$ cat src/rtl/layer_readback.sv
// Streams Layer0/Layer1 result memories out over valid/ready with layer tag, last flag and checksum.
// Reads are only issued when the returning word is guaranteed a slot in the 2-entry output FIFO.
module layer_readback #(
  parameter int ADDR_W   = 12,
  parameter int DATA_W   = 13,
  parameter int L0_DEPTH = 4096,
  parameter int L1_DEPTH = 1024
) (
  input  logic              clk,
  input  logic              reset,
  input  logic              start,
  input  logic [1:0]        mode,
  output logic              busy,
  output logic              crd,
  output logic [ADDR_W-1:0] caddr_rd,
  output logic              csel,
  input  logic [DATA_W-1:0] cdata_rd,
  output logic              out_valid,
  input  logic              out_ready,
  output logic [DATA_W-1:0] out_data,
  output logic              out_layer,
  output logic              out_last,
  output logic [23:0]       checksum,
  output logic              done
);

  localparam logic [ADDR_W-1:0] L0_LAST = ADDR_W'(L0_DEPTH - 1);
  localparam logic [ADDR_W-1:0] L1_LAST = ADDR_W'(L1_DEPTH - 1);

  typedef enum logic [2:0] {
    S_IDLE,
    S_RD_L0,
    S_RD_L1,
    S_DRAIN,
    S_DONE
  } state_t;

  state_t              state_q, state_d;
  logic                busy_q, busy_d;
  logic                done_q, done_d;
  logic [ADDR_W-1:0]   addr_q, addr_d;
  logic                csel_q, csel_d;
  logic                two_layer_q, two_layer_d;
  logic [1:0]          cnt_q, cnt_d;
  logic [DATA_W-1:0]   head_data_q, head_data_d;
  logic                head_layer_q, head_layer_d;
  logic                head_last_q, head_last_d;
  logic [DATA_W-1:0]   tail_data_q, tail_data_d;
  logic                tail_layer_q, tail_layer_d;
  logic                tail_last_q, tail_last_d;
  logic                infl_q, infl_d;
  logic                infl_layer_q, infl_layer_d;
  logic                infl_last_q, infl_last_d;
  logic [23:0]         checksum_q, checksum_d;

  logic                pop, push, reading, issue, at_end, issue_last;
  logic [1:0]          occ;

  always_comb begin
    pop     = (cnt_q != 2'd0) && out_ready;
    push    = infl_q;
    // Words that will occupy the FIFO next cycle; a read now is safe only if that leaves a slot.
    occ     = cnt_q - {1'b0, pop} + {1'b0, infl_q};
    reading = (state_q == S_RD_L0) || (state_q == S_RD_L1);
    issue   = reading && (occ < 2'd2);
    at_end  = (state_q == S_RD_L0) ? (addr_q == L0_LAST) : (addr_q == L1_LAST);
    issue_last = issue && at_end && ((state_q == S_RD_L1) || !two_layer_q);

    state_d      = state_q;
    busy_d       = busy_q;
    done_d       = 1'b0;
    addr_d       = addr_q;
    csel_d       = csel_q;
    two_layer_d  = two_layer_q;
    cnt_d        = cnt_q;
    head_data_d  = head_data_q;
    head_layer_d = head_layer_q;
    head_last_d  = head_last_q;
    tail_data_d  = tail_data_q;
    tail_layer_d = tail_layer_q;
    tail_last_d  = tail_last_q;
    infl_d       = issue;
    infl_layer_d = csel_q;
    infl_last_d  = issue_last;
    checksum_d   = checksum_q;

    unique case ({push, pop})
      2'b01: begin
        cnt_d = cnt_q - 2'd1;
        if (cnt_q == 2'd2) begin
          head_data_d  = tail_data_q;
          head_layer_d = tail_layer_q;
          head_last_d  = tail_last_q;
        end else begin
          head_last_d  = 1'b0;
        end
      end
      2'b10: begin
        cnt_d = cnt_q + 2'd1;
        if (cnt_q == 2'd0) begin
          head_data_d  = cdata_rd;
          head_layer_d = infl_layer_q;
          head_last_d  = infl_last_q;
        end else begin
          tail_data_d  = cdata_rd;
          tail_layer_d = infl_layer_q;
          tail_last_d  = infl_last_q;
        end
      end
      2'b11: begin
        if (cnt_q == 2'd1) begin
          head_data_d  = cdata_rd;
          head_layer_d = infl_layer_q;
          head_last_d  = infl_last_q;
        end else begin
          head_data_d  = tail_data_q;
          head_layer_d = tail_layer_q;
          head_last_d  = tail_last_q;
          tail_data_d  = cdata_rd;
          tail_layer_d = infl_layer_q;
          tail_last_d  = infl_last_q;
        end
      end
      default: ;
    endcase

    if (pop) begin
      checksum_d = checksum_q + 24'(head_data_q);
    end

    unique case (state_q)
      S_IDLE: begin
        if (start) begin
          busy_d      = 1'b1;
          checksum_d  = '0;
          two_layer_d = mode[1];
          addr_d      = '0;
          csel_d      = (mode == 2'd1);
          state_d     = (mode == 2'd1) ? S_RD_L1 : S_RD_L0;
        end
      end
      S_RD_L0, S_RD_L1: begin
        if (issue) begin
          if (!at_end) begin
            addr_d = addr_q + 1'b1;
          end else if ((state_q == S_RD_L0) && two_layer_q) begin
            addr_d  = '0;
            csel_d  = 1'b1;
            state_d = S_RD_L1;
          end else begin
            state_d = S_DRAIN;
          end
        end
      end
      S_DRAIN: begin
        if ((cnt_d == 2'd0) && !infl_q) begin
          done_d  = 1'b1;
          state_d = S_DONE;
        end
      end
      S_DONE: begin
        busy_d  = 1'b0;
        state_d = S_IDLE;
      end
      default: state_d = S_IDLE;
    endcase
  end

  always_ff @(posedge clk or negedge reset) begin
    if (!reset) begin
      state_q      <= S_IDLE;
      busy_q       <= 1'b0;
      done_q       <= 1'b0;
      addr_q       <= '0;
      csel_q       <= 1'b0;
      two_layer_q  <= 1'b0;
      cnt_q        <= '0;
      head_data_q  <= '0;
      head_layer_q <= 1'b0;
      head_last_q  <= 1'b0;
      tail_data_q  <= '0;
      tail_layer_q <= 1'b0;
      tail_last_q  <= 1'b0;
      infl_q       <= 1'b0;
      infl_layer_q <= 1'b0;
      infl_last_q  <= 1'b0;
      checksum_q   <= '0;
    end else begin
      state_q      <= state_d;
      busy_q       <= busy_d;
      done_q       <= done_d;
      addr_q       <= addr_d;
      csel_q       <= csel_d;
      two_layer_q  <= two_layer_d;
      cnt_q        <= cnt_d;
      head_data_q  <= head_data_d;
      head_layer_q <= head_layer_d;
      head_last_q  <= head_last_d;
      tail_data_q  <= tail_data_d;
      tail_layer_q <= tail_layer_d;
      tail_last_q  <= tail_last_d;
      infl_q       <= infl_d;
      infl_layer_q <= infl_layer_d;
      infl_last_q  <= infl_last_d;
      checksum_q   <= checksum_d;
    end
  end

  assign busy      = busy_q;
  assign done      = done_q;
  assign crd       = issue;
  assign caddr_rd  = addr_q;
  assign csel      = csel_q;
  assign out_valid = (cnt_q != 2'd0);
  assign out_data  = head_data_q;
  assign out_layer = head_layer_q;
  assign out_last  = head_last_q;
  assign checksum  = checksum_q;

endmodule

$ cat config.mk
export PLATFORM = sky130hd
export DESIGN_NAME = layer_readback
export DESIGN_NICKNAME = d
export VERILOG_FILES = /design/src/rtl/layer_readback.sv
export SDC_FILE = /design/constraint.sdc
export NUM_CORES = 1
export LEC_CHECK = 0
export ABC_AREA = 1
export BUFFER_PORTS_ARGS = -buffer_cell sky130_fd_sc_hd__buf_4
export CAP_MARGIN = 20
export CORE_MARGIN = 5
export CORE_UTILIZATION = 55
export CTS_CLUSTER_SIZE = 30
export DETAILED_ROUTE_END_ITERATION = 7
export GPL_ROUTABILITY_DRIVEN = 0
export GPL_TIMING_DRIVEN = 0
export PLACE_DENSITY = 0.78
export SETUP_SLACK_MARGIN = 0.3
export SLEW_MARGIN = 20
export SYNTH_ARGS = -nofsm -noshare
export SYNTH_HDL_FRONTEND = slang
export SYNTH_SLANG_ARGS = --single-unit
$ cat constraint.sdc
create_clock -name clk -period 6.5 [get_ports clk]
set_input_delay 0.325 -clock clk [delete_from_list [all_inputs] [get_ports clk]]
set_output_delay 0.325 -clock clk [all_outputs]
set_load 0.02 [all_outputs]
Yosys cells after proc, flatten, opt, wreduce, memory -nomap -nowiden
Cells that the tools add are included.
Widths: inputs -> output; s select.
{"block": "op_classes", "add_sub_neg": 6, "magnitude_cmp": 1, "n_reduce_logical": 27, "n_eq_ne": 22, "mux": 47}
{"cell": "$mux 24", "n": 3}
{"cell": "$mux 13", "n": 5}
{"cell": "$mux 12", "n": 4}
{"cell": "$pmux 13 s3", "n": 1}
{"cell": "$pmux 13 s2", "n": 1}
{"cell": "$add 24x13->24", "n": 1}
{"cell": "$pmux 12 s2", "n": 1}
{"cell": "$mux 1", "n": 19}
{"cell": "$ne 2x2->1 const B", "n": 9}
{"cell": "$add 12x1->12 const B", "n": 1}
{"cell": "$eq 12x10->1 const B", "n": 1}
{"cell": "$eq 12x12->1 const B", "n": 1}
{"cell": "$mux 3", "n": 4}
{"cell": "$pmux 3 s3", "n": 1}
{"cell": "$pmux 1 s2", "n": 4}
{"cell": "$reduce_and 4->1", "n": 2}
{"cell": "$reduce_bool 2->1", "n": 4}
{"cell": "$eq 2x1->1 const B", "n": 3}
{"cell": "$eq 2x2->1 const B", "n": 3}
{"cell": "$eq 3x2->1 const B", "n": 2}
{"cell": "$logic_and 1x1->1", "n": 6}
{"cell": "$pmux 1 s3", "n": 2}
{"cell": "$reduce_and 2->1", "n": 3}
{"cell": "$reduce_and 3->1", "n": 2}
{"cell": "17 further kinds", "n": 20}
{"block": "totals", "input_bits": 19, "reg_bits": 78, "word_cells": 120, "out_inout_bits": 56}

Depth between registers and ports, before layout
{"block": "depth", "ltp_word": 8, "depth_mapped": 18}

Worst setup path after synthesis
OpenSTA, ideal clock, no wires.
{"block": "synth_path", "kind": "register to register", "from": "register cnt_q[0]", "to": "register addr_q[2] (netlist: caddr_rd[2])", "synth_period_minus_slack_ns": 2.685, "setup_time_ns": 0.117, "stages_incl_launch_ff": 17, "path_slack_ns": 3.815, "t_arrival_ns": 2.567, "required_time_ns": 6.383, "cell_sequence": "dfrtp_1 > inv_1 > ha_1 > inv_1 > nand2_2 > clkinv_1 > clkbuf_1 > ha_1 > inv_1 > nand2_1 > nand3_1 > nand2_1 > a21oi_4 > nand2_2 > buf_4 > nand3_1 > nand2_1"}
{"block": "synth_via", "elab_chain_cells": 8}
{"element": "start, declared", "line": "44", "rtl": "logic [1:0] cnt_q, cnt_d;"}
{"element": "start signal, assigned", "line": "195", "rtl": "cnt_q <= cnt_d;"}
{"element": "$reduce_bool 2->1"}
{"element": "via out_valid", "line": "18", "rtl": "output logic out_valid,"}
{"element": "$logic_and 1x1->1", "line": "60", "rtl": "pop = (cnt_q != 2'd0) && out_ready;"}
{"element": "$sub 2x1->2", "line": "63", "rtl": "occ = cnt_q - {1'b0, pop} + {1'b0, infl_q};"}
{"element": "$add 2x1->2", "line": "63"}
{"element": "$lt 2x2->1", "line": "65", "rtl": "issue = reading && (occ < 2'd2);"}
{"element": "$logic_and 1x1->1", "line": "65"}
{"element": "$ne 2x2->1 (no source line)"}
{"element": "$reduce_and 4->1 (no source line)"}
{"element": "end signal, assigned", "line": "192", "rtl": "addr_q <= addr_d;"}
{"element": "end, declared", "line": "41", "rtl": "logic [ADDR_W-1:0] addr_q, addr_d;"}
The timed path passes the listed nets, and every way through them passes these cells.
A chain may end at the register's enable or synchronous reset.

Final worst setup path
{"block": "layout_path", "from": "register cnt_q[0]", "to": "output port crd"}
{"block": "layout_via", "elab_chain_cells": 6}
{"element": "$reduce_bool 2->1", "line": "60"}
{"element": "$logic_and 1x1->1", "line": "60"}
{"element": "$sub 2x1->2 (*)", "line": "63"}
{"element": "$add 2x1->2 (*)", "line": "63"}
{"element": "$lt 2x2->1 (*)", "line": "65"}
{"element": "$logic_and 1x1->1 (*)", "line": "65"}
{"element": "end, declared", "line": "14", "rtl": "output logic crd,"}
Every way passes the cells marked *; elsewhere a longest branch is shown, timed or not.

==> run summary <==
The fraction of synthesized cell area taken by the top area cell type is 39.8%. The aggregate global routing overflow came out at 0. The flip-flop cell with the highest count after synthesis is dfrtp_1. The path class of the tightest hold or removal check is in -> async.

The most area-hungry cell type in the Yosys netlist is dfrtp_1. Input and output buffers added on the ports amount to 74. The post-synthesis to final-layout area growth came out at 18.7%. Max-cap violations in this run came to 0.

The final reports fail on hold timing. The initial DRC count is 293. The count of TritonRoute iterations in the first routing pass is 5. For the worst setup path, the data arrival time is 3.23 ns. The die boundary height is 104 um. Synthesis produced 690 cells. The per-cell routed wire length came out at 14.0 um.

For this run, the share of the core covered by cells in the final layout is 66.8%. Using the TritonRoute via totals, the vias-per-cell ratio works out to 5.36. TritonCTS built the clock tree. The number of antenna violations at the first check in global routing came out at 0.

The worst hold slack is -0.0364 ns. The tree is rooted in a clkbuf_8. The level count of the clock H-tree is 3. The number of endpoints with negative hold slack in the final report came to 7. The highest clock rate came out at 282 MHz. The maximum single-stage delay on the critical path is 0.49 ns.

The number of CTS-inserted buffers came out at 9. The flip-flop and latch count after synthesis came out at 78. The later pin in the worst-skew pair is clocked with a latency of between 0.3 and 0.4 ns.

The worst pin sits at a relative slew slack of 50.9%. The overall die width is 104 um. The clock net in this run drives a total of 78 sinks. The number of gates resized after CTS was 0. The peak supply drop is 0.000279 V. The post-layout minimum cycle time came out at 3.55 ns. The detail route stage leaves a number of antenna-violating nets equal to 0. Sorting the synthesized cells by area gives the leading types as dfrtp_1 (40%), nand2_1 (15%), inv_1 (7.3%).

The number of max-slew violations in the final report is 0. Among all stages on the critical path, the largest delay is contributed by clkbuf_1. The sequential share of the synthesized area is just under 40%. In the routed design, unresolved DRC markers number 0.

In the final timing run, aggregate negative setup slack is 0 ns. The transition time of the tightest slew-check pin is 0.737 ns. The maximum count of clock buffers along a single path came out at 2. After clock tree synthesis, the setup repair step added 0 buffers.

The area of the placeable core came out at 8720 um2. The routed design has 12,400 um of wire. The buffering stage count on the worst path with inverters included is 6. The number of hold buffers added after cts came out at 0. The final total power is 3210 uW. The wire length of the first global-routing pass is around 21,000 um. The number of antenna diodes in the final layout is 0.

Leaving out fill and tap cells, the most frequent cell in the layout is nand2_1. In the layout the commonest cells are nand2_1 (198), inv_1 (96), dfrtp_1 (78). Traced cell by cell, the critical path runs through inv_1 > ha_1 > inv_1 > nand2_2 > clkinv_1 > clkbuf_1 > ha_1 > inv_1 > nand2_1 > nand3_1 > nand2_1 > nor2_1 > buf_4. In the global route stage, overall resource usage came out at 23.3%.

The die covers 10,900 um2. The run finished, with violations left. The number of core rows came out at 34. The synthesized area is 4910 um2. The standby leakage power is 0.00317 uW. The number of placed I/O pins is 75. STA classifies the critical path startpoint as a flip-flop. The estimated wirelength of the detail-placed design came out at 9160 um. The largest net degree at the start of global routing came out at 79. In this run, synthesis inferred 0 flip-flops with an integrated enable.

The final worst-path cycle share is 54.6%. The distinct cell type count of the synthesized netlist is 37. The final count of negative-setup-slack endpoints is 0.

The clock-pin slew of the registers on the worst-case setup and hold paths came out at 0.09 ns. The net count of the finished layout is 815. The post-synthesis area per instance is 7.11 um2. In the final layout, the share of cells above drive strength 1 is 17.3%. The power density over cell area came out at roughly 550 nW/um2. The worst setup path is captured at an output port. The count of vias placed by the detailed router is around 4,800. Setup repair after global routing left no endpoint under its margin. Yosys printed 0 warnings. The data required time of the critical path is 6.17 ns. The effective utilization at floorplan is between 50% and 60%. The cell family contributing the most delay on the critical path is buffers and inverters. The setup skew after layout came out at ~0.015 ns. The worst setup path is of the reg -> out kind. The via count of the first global-routing pass came to 4,480.

The number of nets handed over by synthesis was 730. The fraction of registers with async set/reset is 100%. The most numerous cell type found on the critical path is inv_1. The maximum fanout count along the critical path is 11.
## kinds of logic (layout without fill, tap and decap cells)
| group | count (synthesis) | count (layout) | share of synthesized area (%) |
|---|---|---|---|
| xor gates and xnor gates | 5 | 5 | 0.892 |
| adders and majority gates | 21 | 21 | 5.51 |
| buffers and inverters | 117 | 207 | 9.53 |
| AOI/OAI and AO/OA | 78 | 78 | 9.07 |
| DFF | 78 | 78 | 39.8 |
| and+or+nand+nor | 391 | 391 | 35.2 |
## synth_stat cells (3+ instances only)
library cell and number:
o211ai_1 6, ha_1 20, inv_2 3, buf_4 4, nand2_2 4, o21ai_0 29
a21oi_1 22, dfrtp_1 78, nand3_1 70, buf_2 5, nand2_1 198, a31oi_1 14
inv_1 96, nor2_1 65, clkbuf_1 7, nor2_4 4, nor3_1 10, and2_1 4
nand4_1 7, xor2_1 3, or2_2 18
## worst reg2reg max path, stage by stage (launching register included)
cell	delay [ns]
dfrtp_1	0.40
inv_1	0.10
ha_1	0.23
inv_1	0.15
nand2_2	0.16
clkinv_1	0.17
clkbuf_1	0.49
ha_1	0.37
inv_1	0.11
nand2_1	0.08
nand3_1	0.08
nand2_1	0.12
a21oi_4	0.20
nand2_2	0.12
buf_4	0.20
nand3_1	0.10
nand2_1	0.06
## flip-flops by register name, summed over array words and instances (netlist names)
register / flops
checksum: 24
busy: 1
infl_q: 1
done: 1
csel: 1
tail_data_q: 13
out_data: 13
out_layer: 1
caddr_rd: 12
tail_layer_q: 1
tail_last_q: 1
infl_last_q: 1
two_layer_q: 1
infl_layer_q: 1
state_q: 3
cnt_q: 2
out_last: 1
## layout make-up
cell class                 count  area (um2)
buffer                        17        92.6
clock buffer                  11         141
clock inverter                 5        82.6
fill                         763        2890
inverter                     100         375
multi-input combinational    495        2490
sequential                    78        1950
tap                          108         135
timing repair buffer          74         559
## worst paths after layout
check	slack [ns]	startpoint	cells after the start	endpoint
setup / recovery	2.95	cnt_q[0]	13	crd
min in group clk	0.24	cdata_rd[9]	3	tail_data_q[9]
setup reg to reg	3.28	cnt_q[0]	16	caddr_rd[1]
hold reg to reg	0.45	csel	0	infl_layer_q
hold / removal	-0.04	reset	1	checksum[6]
max in group asynchronous	5.99	reset	1	checksum[21]
## routing by layer
| layer | global-route usage, % | vias up | share of wire, % |
|---|---|---|---|
| li1 | - | 2370 | - |
| met1 | 31.9 | 2215 | 45 |
| met2 | 37.3 | 148 | 48 |
| met3 | 3.72 | 23 | 5.5 |
| met4 | 8.14 | 0 | 1.8 |
| met5 | 0 | - | 0 |
## metrics by stage
stage | cell area, um2 | hold slack (ns) | cells | setup WS [ns]
5_1_grt | 5830 | 0.0622 | 888 | 2.67
4_1_cts | 5820 | 0.166 | 888 | 2.95
6_report | 5830 | -0.0364 | 888 | 2.95
3_3_place_gp | 5600 | 0.432 | 872 | 3.39
2_1_floorplan | 4910 | 0.0294 | 690 | 3.82
3_5_place_dp | 5600 | 0.425 | 872 | 3.33
## report_power, final
group	total [uW]	internal (uW)	switching [uW]
registers	852	666	186
clock network	417	228	189
logic	1940	710	1230
No activity file was read; power rests on OpenSTA's default activity.
